<file path="config.mk">
export PLATFORM = sky130hd
export DESIGN_NAME = multicycle_ctrl_flat
export DESIGN_NICKNAME = d
export VERILOG_FILES = /design/src/rtl/multicycle_ctrl_if.sv /design/src/rtl/multicycle_ctrl.sv /design/src/flat_wrapper.sv
export SDC_FILE = /design/constraint.sdc
export NUM_CORES = 1
export LEC_CHECK = 0
export CORE_MARGIN = 2
export CORE_UTILIZATION = 30
export DETAILED_ROUTE_END_ITERATION = 7
export HOLD_SLACK_MARGIN = 0.05
export SYNTH_ARGS = -nofsm -noshare
export SYNTH_HDL_FRONTEND = slang
export SYNTH_SLANG_ARGS = --single-unit
</file>
<file path="constraint.sdc">
create_clock -name clk -period 8.5 [get_ports clk]
set_clock_uncertainty 0.15 [all_clocks]
set_input_delay 1.7 -clock clk [delete_from_list [all_inputs] [get_ports clk]]
set_output_delay 1.7 -clock clk [all_outputs]
set_load 0.01 [all_outputs]
</file>
<file path="src/rtl/multicycle_ctrl_if.sv">
// Control/status bundle between the multi-cycle sequencer and the MIPS datapath.
interface multicycle_ctrl_if #(
    parameter int unsigned CNT_W = 32
);
    localparam int unsigned OP_W  = 6;
    localparam int unsigned SEL_W = 3;
    localparam int unsigned DST_W = 2;

    // Instruction fields and datapath status
    logic [OP_W-1:0]  opcode;
    logic [OP_W-1:0]  funct;
    logic             zero;
    logic             gtz;
    logic             mem_ready;

    // Strobes
    logic             ir_write;
    logic             pc_write;
    logic             reg_write;
    logic             mem_read;
    logic             mem_write;

    // Decoded control fields
    logic [SEL_W-1:0] alu_control;
    logic             alu_src;
    logic [SEL_W-1:0] ext_control;
    logic [DST_W-1:0] reg_dst;
    logic [SEL_W-1:0] mem2reg;
    logic [SEL_W-1:0] npc_control;

    // Sequencer status
    logic [SEL_W-1:0] state;
    logic             instr_done;
    logic [CNT_W-1:0] retired;

    modport master (
        input  opcode, funct, zero, gtz, mem_ready,
        output ir_write, pc_write, reg_write, mem_read, mem_write,
        output alu_control, alu_src, ext_control, reg_dst, mem2reg, npc_control,
        output state, instr_done, retired
    );

    modport slave (
        output opcode, funct, zero, gtz, mem_ready,
        input  ir_write, pc_write, reg_write, mem_read, mem_write,
        input  alu_control, alu_src, ext_control, reg_dst, mem2reg, npc_control,
        input  state, instr_done, retired
    );
endinterface

</file>
<file path="src/rtl/multicycle_ctrl.sv">
// Multi-cycle MIPS sequencer: FETCH/DECODE/EXEC/MEM/WB with a data-memory
// ready handshake and a retired-instruction counter. Decode fields are purely
// combinational from opcode/funct; strobes follow the current state and are
// held low while reset is asserted so an aborted instruction never writes.
module multicycle_ctrl #(
    parameter int unsigned CNT_W = 32
) (
    input  logic              clk,
    input  logic              reset,
    multicycle_ctrl_if.master bus
);
    localparam int unsigned SEL_W = 3;
    localparam int unsigned DST_W = 2;

    typedef enum logic [2:0] {
        FETCH  = 3'd0,
        DECODE = 3'd1,
        EXEC   = 3'd2,
        MEM    = 3'd3,
        WB     = 3'd4
    } state_t;

    typedef enum logic [4:0] {
        I_ADD, I_SUB, I_XOR, I_SLL, I_JR, I_JALR,
        I_ORI, I_ADDI, I_LUI, I_LW, I_LB, I_SW,
        I_BEQ, I_BGTZ, I_J, I_JAL, I_BAD
    } instr_t;

    state_t           state, state_next;
    instr_t           instr;
    logic [CNT_W-1:0] retired;

    logic             ir_write, pc_write, reg_write, mem_read, mem_write, instr_done;
    logic [SEL_W-1:0] alu_control, ext_control, mem2reg, npc_control;
    logic [DST_W-1:0] reg_dst;
    logic             alu_src;

    // Classify the instruction from opcode/funct
    always_comb begin
        instr = I_BAD;
        case (bus.opcode)
            6'h00: begin
                case (bus.funct)
                    6'h20:   instr = I_ADD;
                    6'h22:   instr = I_SUB;
                    6'h26:   instr = I_XOR;
                    6'h00:   instr = I_SLL;
                    6'h08:   instr = I_JR;
                    6'h09:   instr = I_JALR;
                    default: instr = I_BAD;
                endcase
            end
            6'h0D:   instr = I_ORI;
            6'h08:   instr = I_ADDI;
            6'h0F:   instr = I_LUI;
            6'h23:   instr = I_LW;
            6'h20:   instr = I_LB;
            6'h2B:   instr = I_SW;
            6'h04:   instr = I_BEQ;
            6'h07:   instr = I_BGTZ;
            6'h02:   instr = I_J;
            6'h03:   instr = I_JAL;
            default: instr = I_BAD;
        endcase
    end

    // Datapath steering fields, valid in every state
    always_comb begin
        alu_control = 3'b000;
        alu_src     = 1'b0;
        ext_control = 3'b000;
        reg_dst     = 2'b00;
        mem2reg     = 3'b000;
        npc_control = 3'b000;
        case (instr)
            I_ADD:  reg_dst = 2'b01;
            I_SUB:  begin alu_control = 3'b001; reg_dst = 2'b01; end
            I_XOR:  begin alu_control = 3'b010; reg_dst = 2'b01; end
            I_SLL:  begin alu_control = 3'b100; reg_dst = 2'b01; end
            I_JR:   npc_control = 3'b100;
            I_JALR: begin reg_dst = 2'b01; mem2reg = 3'b011; npc_control = 3'b100; end
            I_ORI:  begin alu_control = 3'b011; alu_src = 1'b1; end
            I_ADDI: begin alu_src = 1'b1; ext_control = 3'b001; end
            I_LUI:  begin alu_src = 1'b1; ext_control = 3'b010; mem2reg = 3'b010; end
            I_LW:   begin alu_src = 1'b1; ext_control = 3'b001; mem2reg = 3'b001; end
            I_LB:   begin alu_src = 1'b1; ext_control = 3'b001; mem2reg = 3'b100; end
            I_SW:   begin alu_src = 1'b1; ext_control = 3'b001; end
            I_BEQ:  begin
                alu_control = 3'b001;
                ext_control = 3'b001;
                npc_control = bus.zero ? 3'b001 : 3'b000;
            end
            I_BGTZ: begin
                ext_control = 3'b001;
                npc_control = bus.gtz ? 3'b001 : 3'b000;
            end
            I_J:    npc_control = 3'b010;
            I_JAL:  begin reg_dst = 2'b10; mem2reg = 3'b011; npc_control = 3'b010; end
            default: ;
        endcase
    end

    // State register
    always_ff @(posedge clk or posedge reset) begin
        if (reset) state <= FETCH;
        else       state <= state_next;
    end

    // Next state and per-state strobes; reset masks every strobe
    always_comb begin
        state_next = state;
        ir_write   = 1'b0;
        pc_write   = 1'b0;
        reg_write  = 1'b0;
        mem_read   = 1'b0;
        mem_write  = 1'b0;
        instr_done = 1'b0;
        case (state)
            FETCH: begin
                ir_write   = 1'b1;
                state_next = DECODE;
            end
            DECODE: begin
                if (instr == I_BAD) begin
                    pc_write   = 1'b1;
                    instr_done = 1'b1;
                    state_next = FETCH;
                end else begin
                    state_next = EXEC;
                end
            end
            EXEC: begin
                case (instr)
                    I_LW, I_LB, I_SW: state_next = MEM;
                    I_BEQ, I_BGTZ, I_J, I_JR, I_BAD: begin
                        pc_write   = 1'b1;
                        instr_done = 1'b1;
                        state_next = FETCH;
                    end
                    default: state_next = WB;
                endcase
            end
            MEM: begin
                mem_read  = (instr == I_LW) || (instr == I_LB);
                mem_write = (instr == I_SW);
                if (bus.mem_ready) begin
                    if (instr == I_SW) begin
                        pc_write   = 1'b1;
                        instr_done = 1'b1;
                        state_next = FETCH;
                    end else begin
                        state_next = WB;
                    end
                end
            end
            WB: begin
                reg_write  = 1'b1;
                pc_write   = 1'b1;
                instr_done = 1'b1;
                state_next = FETCH;
            end
            default: state_next = FETCH;
        endcase
        if (reset) begin
            ir_write   = 1'b0;
            pc_write   = 1'b0;
            reg_write  = 1'b0;
            mem_read   = 1'b0;
            mem_write  = 1'b0;
            instr_done = 1'b0;
        end
    end

    // Retired-instruction counter, wraps naturally
    always_ff @(posedge clk or posedge reset) begin
        if (reset)           retired <= '0;
        else if (instr_done) retired <= retired + CNT_W'(1);
    end

    assign bus.ir_write    = ir_write;
    assign bus.pc_write    = pc_write;
    assign bus.reg_write   = reg_write;
    assign bus.mem_read    = mem_read;
    assign bus.mem_write   = mem_write;
    assign bus.instr_done  = instr_done;
    assign bus.alu_control = alu_control;
    assign bus.alu_src     = alu_src;
    assign bus.ext_control = ext_control;
    assign bus.reg_dst     = reg_dst;
    assign bus.mem2reg     = mem2reg;
    assign bus.npc_control = npc_control;
    assign bus.state       = SEL_W'(state);
    assign bus.retired     = retired;
endmodule

</file>
<file path="src/flat_wrapper.sv">
// flat-port wrapper written by rule: the top's interface ports become plain ports
module multicycle_ctrl_flat 
#(
    parameter int unsigned CNT_W = 32
)
  (clk, reset, bus_opcode, bus_funct, bus_zero, bus_gtz, bus_mem_ready, bus_ir_write, bus_pc_write, bus_reg_write, bus_mem_read, bus_mem_write, bus_alu_control, bus_alu_src, bus_ext_control, bus_reg_dst, bus_mem2reg, bus_npc_control, bus_state, bus_instr_done, bus_retired);
  multicycle_ctrl_if #(.CNT_W(CNT_W)) bus_i ();
  input  logic clk;
  input  logic reset;
  input wire logic [$bits(bus_i.opcode)-1:0] bus_opcode;
  input wire logic [$bits(bus_i.funct)-1:0] bus_funct;
  input wire logic [$bits(bus_i.zero)-1:0] bus_zero;
  input wire logic [$bits(bus_i.gtz)-1:0] bus_gtz;
  input wire logic [$bits(bus_i.mem_ready)-1:0] bus_mem_ready;
  output wire logic [$bits(bus_i.ir_write)-1:0] bus_ir_write;
  output wire logic [$bits(bus_i.pc_write)-1:0] bus_pc_write;
  output wire logic [$bits(bus_i.reg_write)-1:0] bus_reg_write;
  output wire logic [$bits(bus_i.mem_read)-1:0] bus_mem_read;
  output wire logic [$bits(bus_i.mem_write)-1:0] bus_mem_write;
  output wire logic [$bits(bus_i.alu_control)-1:0] bus_alu_control;
  output wire logic [$bits(bus_i.alu_src)-1:0] bus_alu_src;
  output wire logic [$bits(bus_i.ext_control)-1:0] bus_ext_control;
  output wire logic [$bits(bus_i.reg_dst)-1:0] bus_reg_dst;
  output wire logic [$bits(bus_i.mem2reg)-1:0] bus_mem2reg;
  output wire logic [$bits(bus_i.npc_control)-1:0] bus_npc_control;
  output wire logic [$bits(bus_i.state)-1:0] bus_state;
  output wire logic [$bits(bus_i.instr_done)-1:0] bus_instr_done;
  output wire logic [$bits(bus_i.retired)-1:0] bus_retired;
  assign bus_i.opcode = bus_opcode;
  assign bus_i.funct = bus_funct;
  assign bus_i.zero = bus_zero;
  assign bus_i.gtz = bus_gtz;
  assign bus_i.mem_ready = bus_mem_ready;
  assign bus_ir_write = bus_i.ir_write;
  assign bus_pc_write = bus_i.pc_write;
  assign bus_reg_write = bus_i.reg_write;
  assign bus_mem_read = bus_i.mem_read;
  assign bus_mem_write = bus_i.mem_write;
  assign bus_alu_control = bus_i.alu_control;
  assign bus_alu_src = bus_i.alu_src;
  assign bus_ext_control = bus_i.ext_control;
  assign bus_reg_dst = bus_i.reg_dst;
  assign bus_mem2reg = bus_i.mem2reg;
  assign bus_npc_control = bus_i.npc_control;
  assign bus_state = bus_i.state;
  assign bus_instr_done = bus_i.instr_done;
  assign bus_retired = bus_i.retired;
  multicycle_ctrl #(.CNT_W(CNT_W)) u_core (.clk(clk), .reset(reset), .bus(bus_i));
endmodule
</file>
==> metrics.txt, run 1 <==
Initial Util=0.3125; CP Class=primary input to primary output; Hold Crit Class=register to register; Max Freq=149.1 MHz; port bufs=71; CTS sink cnt=35; DP Area=0.003171 mm²; worst-path cell chain=clkdlybuf4s50_1 > nor4_4 > nand2_2 > o32ai_4 > nor2_1 > or2_2 > nor4b_1 > clkdlybuf4s50_1; post-synth top area share=0.3608; CP arrival=4860 ps; number of synthesized flops with an enable pin=0; hpwl dp=4755 µm; sequential cell area=875.8 µm²; CTS-repair resized insts=0; Yosys top cell by area=dfrtp_1; cell area after layout=0.003271 mm²; clk_lat worst skew=280 ps; Die H=93.95 µm; worst setup path startpoint=bus_opcode[3]; Pre-Repair DR Iteration Count=4; Seq/Total Area, Yosys=0.3608; Rows=32; Die Area=0.008827 mm²; initial antenna violation count=0; # DRC=0; Crit path required time=6650 ps; count of cell types in the netlist=60; Die W=93.95 µm; asr flop ratio synth=1.000; initial drt markers=73; H-tree depth=2; Crit Path Max Fanout=20; GP Congestion=0.8255; Setup TNS Final=0 ps; critical path's largest stage delay=780 ps; FF+latch count, synth=35; gr ovfl total=0; most common cell in the netlist=dfrtp_1; Total GRT Usage=0.1473; Final min period=6705 ps; share of cells above drive strength 1=0.06667; CTS buffer count=5; Critical Path End Type=primary output; total design power=0.5207 mW; fillers=788; CP Capture Point=bus_mem_read; worst r2r dst=u_core.bus.retired[30]$_DFFE_PP0P_; Main synth FF type=dfrtp_1; Worst Max-Slew Pin Slew=716.2 ps; Slew HR=0.5210; Final Hold Viols=0; most frequent cells after synthesis=dfrtp_1, xnor2_1, nand2_1; synthesized net count=284; Final Setup Violations=0; CP Launch Type=primary input; cell count of the worst reg-to-reg path=8; Post-Syn Area=0.002427 mm²; Max Root-Sink Buffers=2; Worst R2R Setup Slack=5720 ps; P&R area growth vs syn=34.74%; final period utilization=0.7889; Post-CTS Setup Repair Bufs=0; YS warnings=0; final cell count without fillers=432; CP max-delay cell=clkdlybuf4s50_1; WL per Instance=14.72 µm; core area=0.007767 mm²; top cells by area, synth=dfrtp_1, xnor2_1, nand4_1; Total Nets Final=347; hold buffers post-CTS=0; Inserted Diodes=0; r2r startpoint=u_core.bus.retired[7]$_DFFE_PP0P_; Leak=1.327 nW; smallest setup slack after layout=1795 ps; DRT Wirelength=6358 µm; clk root buf=clkbuf_8; Inst Count DP=424; fin. max-slew vios=0; Cells after Synth=266; vias per cell=5.030; # IOs=73; Max rail drop VDD=86.08 µV; pwr dens=159.2 mW/mm²; largest net degree at the start of global routing=33; Most common cell on crit path=clkdlybuf4s50_1; vias=2173; post-route antenna net violation count=0; status=completed; Worst-path clk slew=70 ps; CTS tree=yes; vias in the first global route=2060; first-pass GRT wire length=10470 µm; Syn Area/Cell=9.125 µm²; RSZ-0062 raised after global routing=no; multi-input logic area=0.001426 mm²; DP Worst Slack=1752 ps; Max Cap Viol=0
power by group:
| group | internal, mW | switching [mW] | total, mW | leakage [nW] |
|---|---|---|---|---|
| Clock | 0.0739 | 0.0562 | 0.130 | 0.0515 |
| Combinational | 0.0876 | 0.0946 | 0.182 | 0.798 |
| Sequential | 0.183 | 0.0251 | 0.208 | 0.477 |
worst min-delay path by stage:
| stage | startpoint | to | slack (ps) | cells past startpoint |
|---|---|---|---|---|
| after global placement | u_core.bus.retired[31]$_DFFE_PP0P_ | u_core.bus.retired[31]$_DFFE_PP0P_ | 310 | 1 |
| after floorplan | u_core.bus.retired[31]$_DFFE_PP0P_ | u_core.bus.retired[31]$_DFFE_PP0P_ | 360 | 1 |
| after detailed placement | u_core.bus.retired[31]$_DFFE_PP0P_ | u_core.bus.retired[31]$_DFFE_PP0P_ | 310 | 1 |
| after global routing | u_core.bus.retired[31]$_DFFE_PP0P_ | u_core.bus.retired[31]$_DFFE_PP0P_ | 350 | 1 |
| final | u_core.bus.retired[31]$_DFFE_PP0P_ | u_core.bus.retired[31]$_DFFE_PP0P_ | 320 | 1 |
| after CTS | u_core.bus.retired[31]$_DFFE_PP0P_ | u_core.bus.retired[31]$_DFFE_PP0P_ | 330 | 1 |
cells by family (layout without fill, tap and decap cells):
kind of cell	Yosys count	after routing	synth area share
simple gates	130	130	0.3149
compound gates	36	36	0.1149
xor+xnor	36	36	0.1299
flops	35	35	0.3608
buf+inv	22	86	0.05154
mux	5	5	0.02113
fa+ha+maj	1	1	0.005154
other cells	1	1	0.001545
layout by cell type (no fill, tap or decap), drive strengths merged, types with 3 or more instances in the layout:
master | netlist | final
nor3 | 9 | 9
nand4 | 19 | 19
xnor2 | 28 | 28
nor4 | 3 | 3
nor4b | 4 | 4
nand3 | 11 | 11
clkdlybuf4s50 | 0 | 71
mux2i | 4 | 4
xor2 | 8 | 8
nor2b | 4 | 4
or2 | 3 | 3
a21oi | 9 | 9
inv | 5 | 5
and3 | 12 | 12
and4 | 4 | 4
clkbuf | 4 | 8
nand2b | 6 | 6
o31ai | 3 | 3
dfrtp | 35 | 35
nand2 | 23 | 23
and2 | 5 | 5
o21ai | 8 | 8
nor2 | 17 | 17
through the flow:
stage	util	hold WS [ps]
2_1_floorplan	-	357.6
3_3_place_gp	0.4082	310.6
3_5_place_dp	0.4082	312.3
4_1_cts	0.4211	326.3
5_1_grt	0.4211	350.6
6_report	0.4211	320.9
layout make-up:
cell class / instances / area share
Clock buffer: 8 / 0.03060
Inverter: 6 / 0.006886
Multi-Input combinational cell: 209 / 0.4361
Sequential cell: 35 / 0.2678
Tap cell: 102 / 0.03902
Timing Repair Buffer: 72 / 0.2196
per-layer routing:
metal / vias up / share of wire / global-route usage
met2: 49 / 0.48 / 0.2262
met5: - / 0 / 0
met1: 1032 / 0.48 / 0.2204
li1: 1088 / - / -
met4: 0 / 0.0066 / 0.02899
met3: 4 / 0.037 / 0.02167
sequential cells by signal (all words and copies together), names as in the netlist:
signal and cells:
u_core.bus.retired 32, u_core.bus.state 3
worst max-delay path: cells and delay by family:
kind,cells,cell delay (ps)
compound gates,1,390
buf+inv,2,1380
simple gates,5,1380
Note: power is estimated with default switching activity, not from simulation.
==> run 2: changes to the inputs <==
- clock period: 8.5 -> 6.3 ns (I/O delays scaled with it)
==> run 2 against run 1 <==
  * First-iteration DRC count rose by 8.2%
  * Setup slack got worse by 1300 ps
  * Clock-buffer cell count did not move
  * Sequential power rose by 35%
  * Combinational power rose by 34%
  * Non-clock buffer count did not move
  * Via count rose by 0.18%
  * Clock power rose by 35%
  * Wire length fell by 1.1%
  * Sequential cell count did not move
  * Cell area did not move
  * Critical endpoint unchanged
  * Highest routed layer unchanged
==> metrics.txt, run 2 (same netlist as run 1, synthesis figures left out) <==
RSZ-0062 raised after global routing=no; clk root buf=clkbuf_8; Final min period=5797 ps; Rows=32 (unchanged); CTS sink cnt=35 (unchanged); Pre-Repair DR Iteration Count=4 (unchanged); Max Freq=172.5 MHz; Total Nets Final=347 (unchanged); Crit Path Max Fanout=20 (unchanged); vias per cell=5.039 (+0.18%); cell count of the worst reg-to-reg path=8 (unchanged); port bufs=71 (unchanged); Largest Register=u_core.bus.retired; max FFs per register=32 (unchanged); worst-path cell chain=clkdlybuf4s50_1 > nor4_4 > nand2_2 > o32ai_4 > nor2_1 > or2_2 > nor4b_1 > clkdlybuf4s50_1; Critical Path End Type=primary output; smallest setup slack after layout=502.9 ps (-1292 ps); CP max-delay cell=clkdlybuf4s50_1; initial antenna violation count=0 (unchanged); largest net degree at the start of global routing=33 (unchanged); vias=2177 (+0.18%); top flop regs=u_core.bus.retired (32), u_core.bus.state (3); Crit path required time=4890 ps (-1760 ps); CP Capture Point=bus_mem_read; Hold Crit Class=register to register; P&R area growth vs syn=34.74% (unchanged); fin. max-slew vios=0 (unchanged); share of cells above drive strength 1=0.06667 (unchanged); Total GRT Usage=0.1487 (+0.001408); post-route antenna net violation count=0 (unchanged); pwr dens=213.7 mW/mm² (+34%); worst setup path startpoint=bus_opcode[3]; r2r startpoint=u_core.bus.retired[7]$_DFFE_PP0P_; Max Root-Sink Buffers=2 (unchanged); Slew HR=0.5457 (+0.02467); fillers=792 (+0.51%); CTS buffer count=5 (unchanged); Setup TNS Final=0 ps (unchanged); core area=0.007767 mm² (unchanged); CP Class=primary input to primary output; CP Launch Type=primary input; # DRC=0 (unchanged); CTS tree=yes; hpwl dp=4770 µm (+0.32%); worst r2r dst=u_core.bus.retired[30]$_DFFE_PP0P_; WL per Instance=14.55 µm (-1.1%); final period utilization=0.9202; gr ovfl total=0 (unchanged); Inserted Diodes=0 (unchanged); critical path's largest stage delay=760 ps (-20 ps); vias in the first global route=2090 (+1.5%); Max Cap Viol=0 (unchanged); Final Hold Viols=0 (unchanged); CP arrival=4390 ps (-470 ps); H-tree depth=2 (unchanged); DRT Wirelength=6285 µm (-1.1%); clk_lat worst skew=280 ps (about the same); initial drt markers=79 (+8.2%); most frequent cells in the layout=clkdlybuf4s50_1, dfrtp_1, xnor2_1; Die Area=0.008827 mm² (unchanged); most common cell after layout, fill and taps aside=clkdlybuf4s50_1; CTS-repair resized insts=0 (unchanged); # IOs=73 (unchanged); Initial Util=0.3125 (unchanged); first-pass GRT wire length=10640 µm (+1.6%); status=completed; Post-CTS Setup Repair Bufs=0 (unchanged); Max rail drop VDD=109.6 µV (+27%); Die H=93.95 µm (unchanged); hold buffers post-CTS=0 (unchanged); Worst-path clk slew=70 ps (about the same); Worst Max-Slew Pin Slew=679.3 ps (-36.88 ps); GP Congestion=0.8258 (about the same); Die W=93.95 µm (unchanged); Final Setup Violations=0 (unchanged); Leak=1.327 nW (unchanged); Worst R2R Setup Slack=3480 ps (-2240 ps); Most common cell on crit path=clkdlybuf4s50_1; DP Worst Slack=441.5 ps (-1311 ps)
[run 2: where the power goes]
group	internal, mW	leakage [nW]	total [mW]	switching (mW)
Combinational	0.118	0.798	0.243	0.124
Sequential	0.247	0.477	0.281	0.0339
Clock	0.0997	0.0515	0.175	0.0753
[run 2: worst max-delay path, delay by kind of cell]
kind            cells  cell delay [ps]
simple gates        5             1370
buf+inv             2             1360
compound gates      1              380
[run 2: layer usage]
| layer | GRT usage | part of all wire |
|---|---|---|
| met5 | 0 | 0 |
| met1 | 0.2216 | 0.48 |
| met2 | 0.2298 | 0.48 |
| met3 | 0.02648 | 0.040 |
| met4 | 0.02174 | 0.0040 |
[run 2: worst min-delay path by stage]
| stage | startpoint | to | slack (ps) | cells after the start |
|---|---|---|---|---|
| 3_3_place_gp | u_core.bus.retired[31]$_DFFE_PP0P_ | u_core.bus.retired[31]$_DFFE_PP0P_ | 310 | 1 |
| 4_1_cts | u_core.bus.retired[31]$_DFFE_PP0P_ | u_core.bus.retired[31]$_DFFE_PP0P_ | 330 | 1 |
| 2_1_floorplan | u_core.bus.retired[31]$_DFFE_PP0P_ | u_core.bus.retired[31]$_DFFE_PP0P_ | 360 | 1 |
| 3_5_place_dp | u_core.bus.retired[31]$_DFFE_PP0P_ | u_core.bus.retired[31]$_DFFE_PP0P_ | 310 | 1 |
| 6_report | u_core.bus.retired[31]$_DFFE_PP0P_ | u_core.bus.retired[31]$_DFFE_PP0P_ | 320 | 1 |
| 5_1_grt | u_core.bus.retired[31]$_DFFE_PP0P_ | u_core.bus.retired[31]$_DFFE_PP0P_ | 350 | 1 |
[run 2: through the flow]
step	power (mW)	instance area (µm²)	instances	utilization	hold slack, ps
after floorplan	0.4414	2427	266	-	357.6
after global placement	0.5292	3171	424	0.4082	310.6
after detailed placement	0.5317	3171	424	0.4082	312.3
after CTS	0.7087	3271	432	0.4211	326.2
after global routing	0.7429	3271	432	0.4211	350.4
final	0.6989	3271	432	0.4211	320.6
[run 2: layout make-up]
type                    instances  area (µm²)  share of cell area
repair buffers                 72       718.2              0.2196
flip-flops and latches         35       875.8              0.2678
multi-input cells             209        1426              0.4361
clock buffers                   8       100.1             0.03060
inverters                       6       22.52            0.006886
well taps                     102       127.6             0.03902
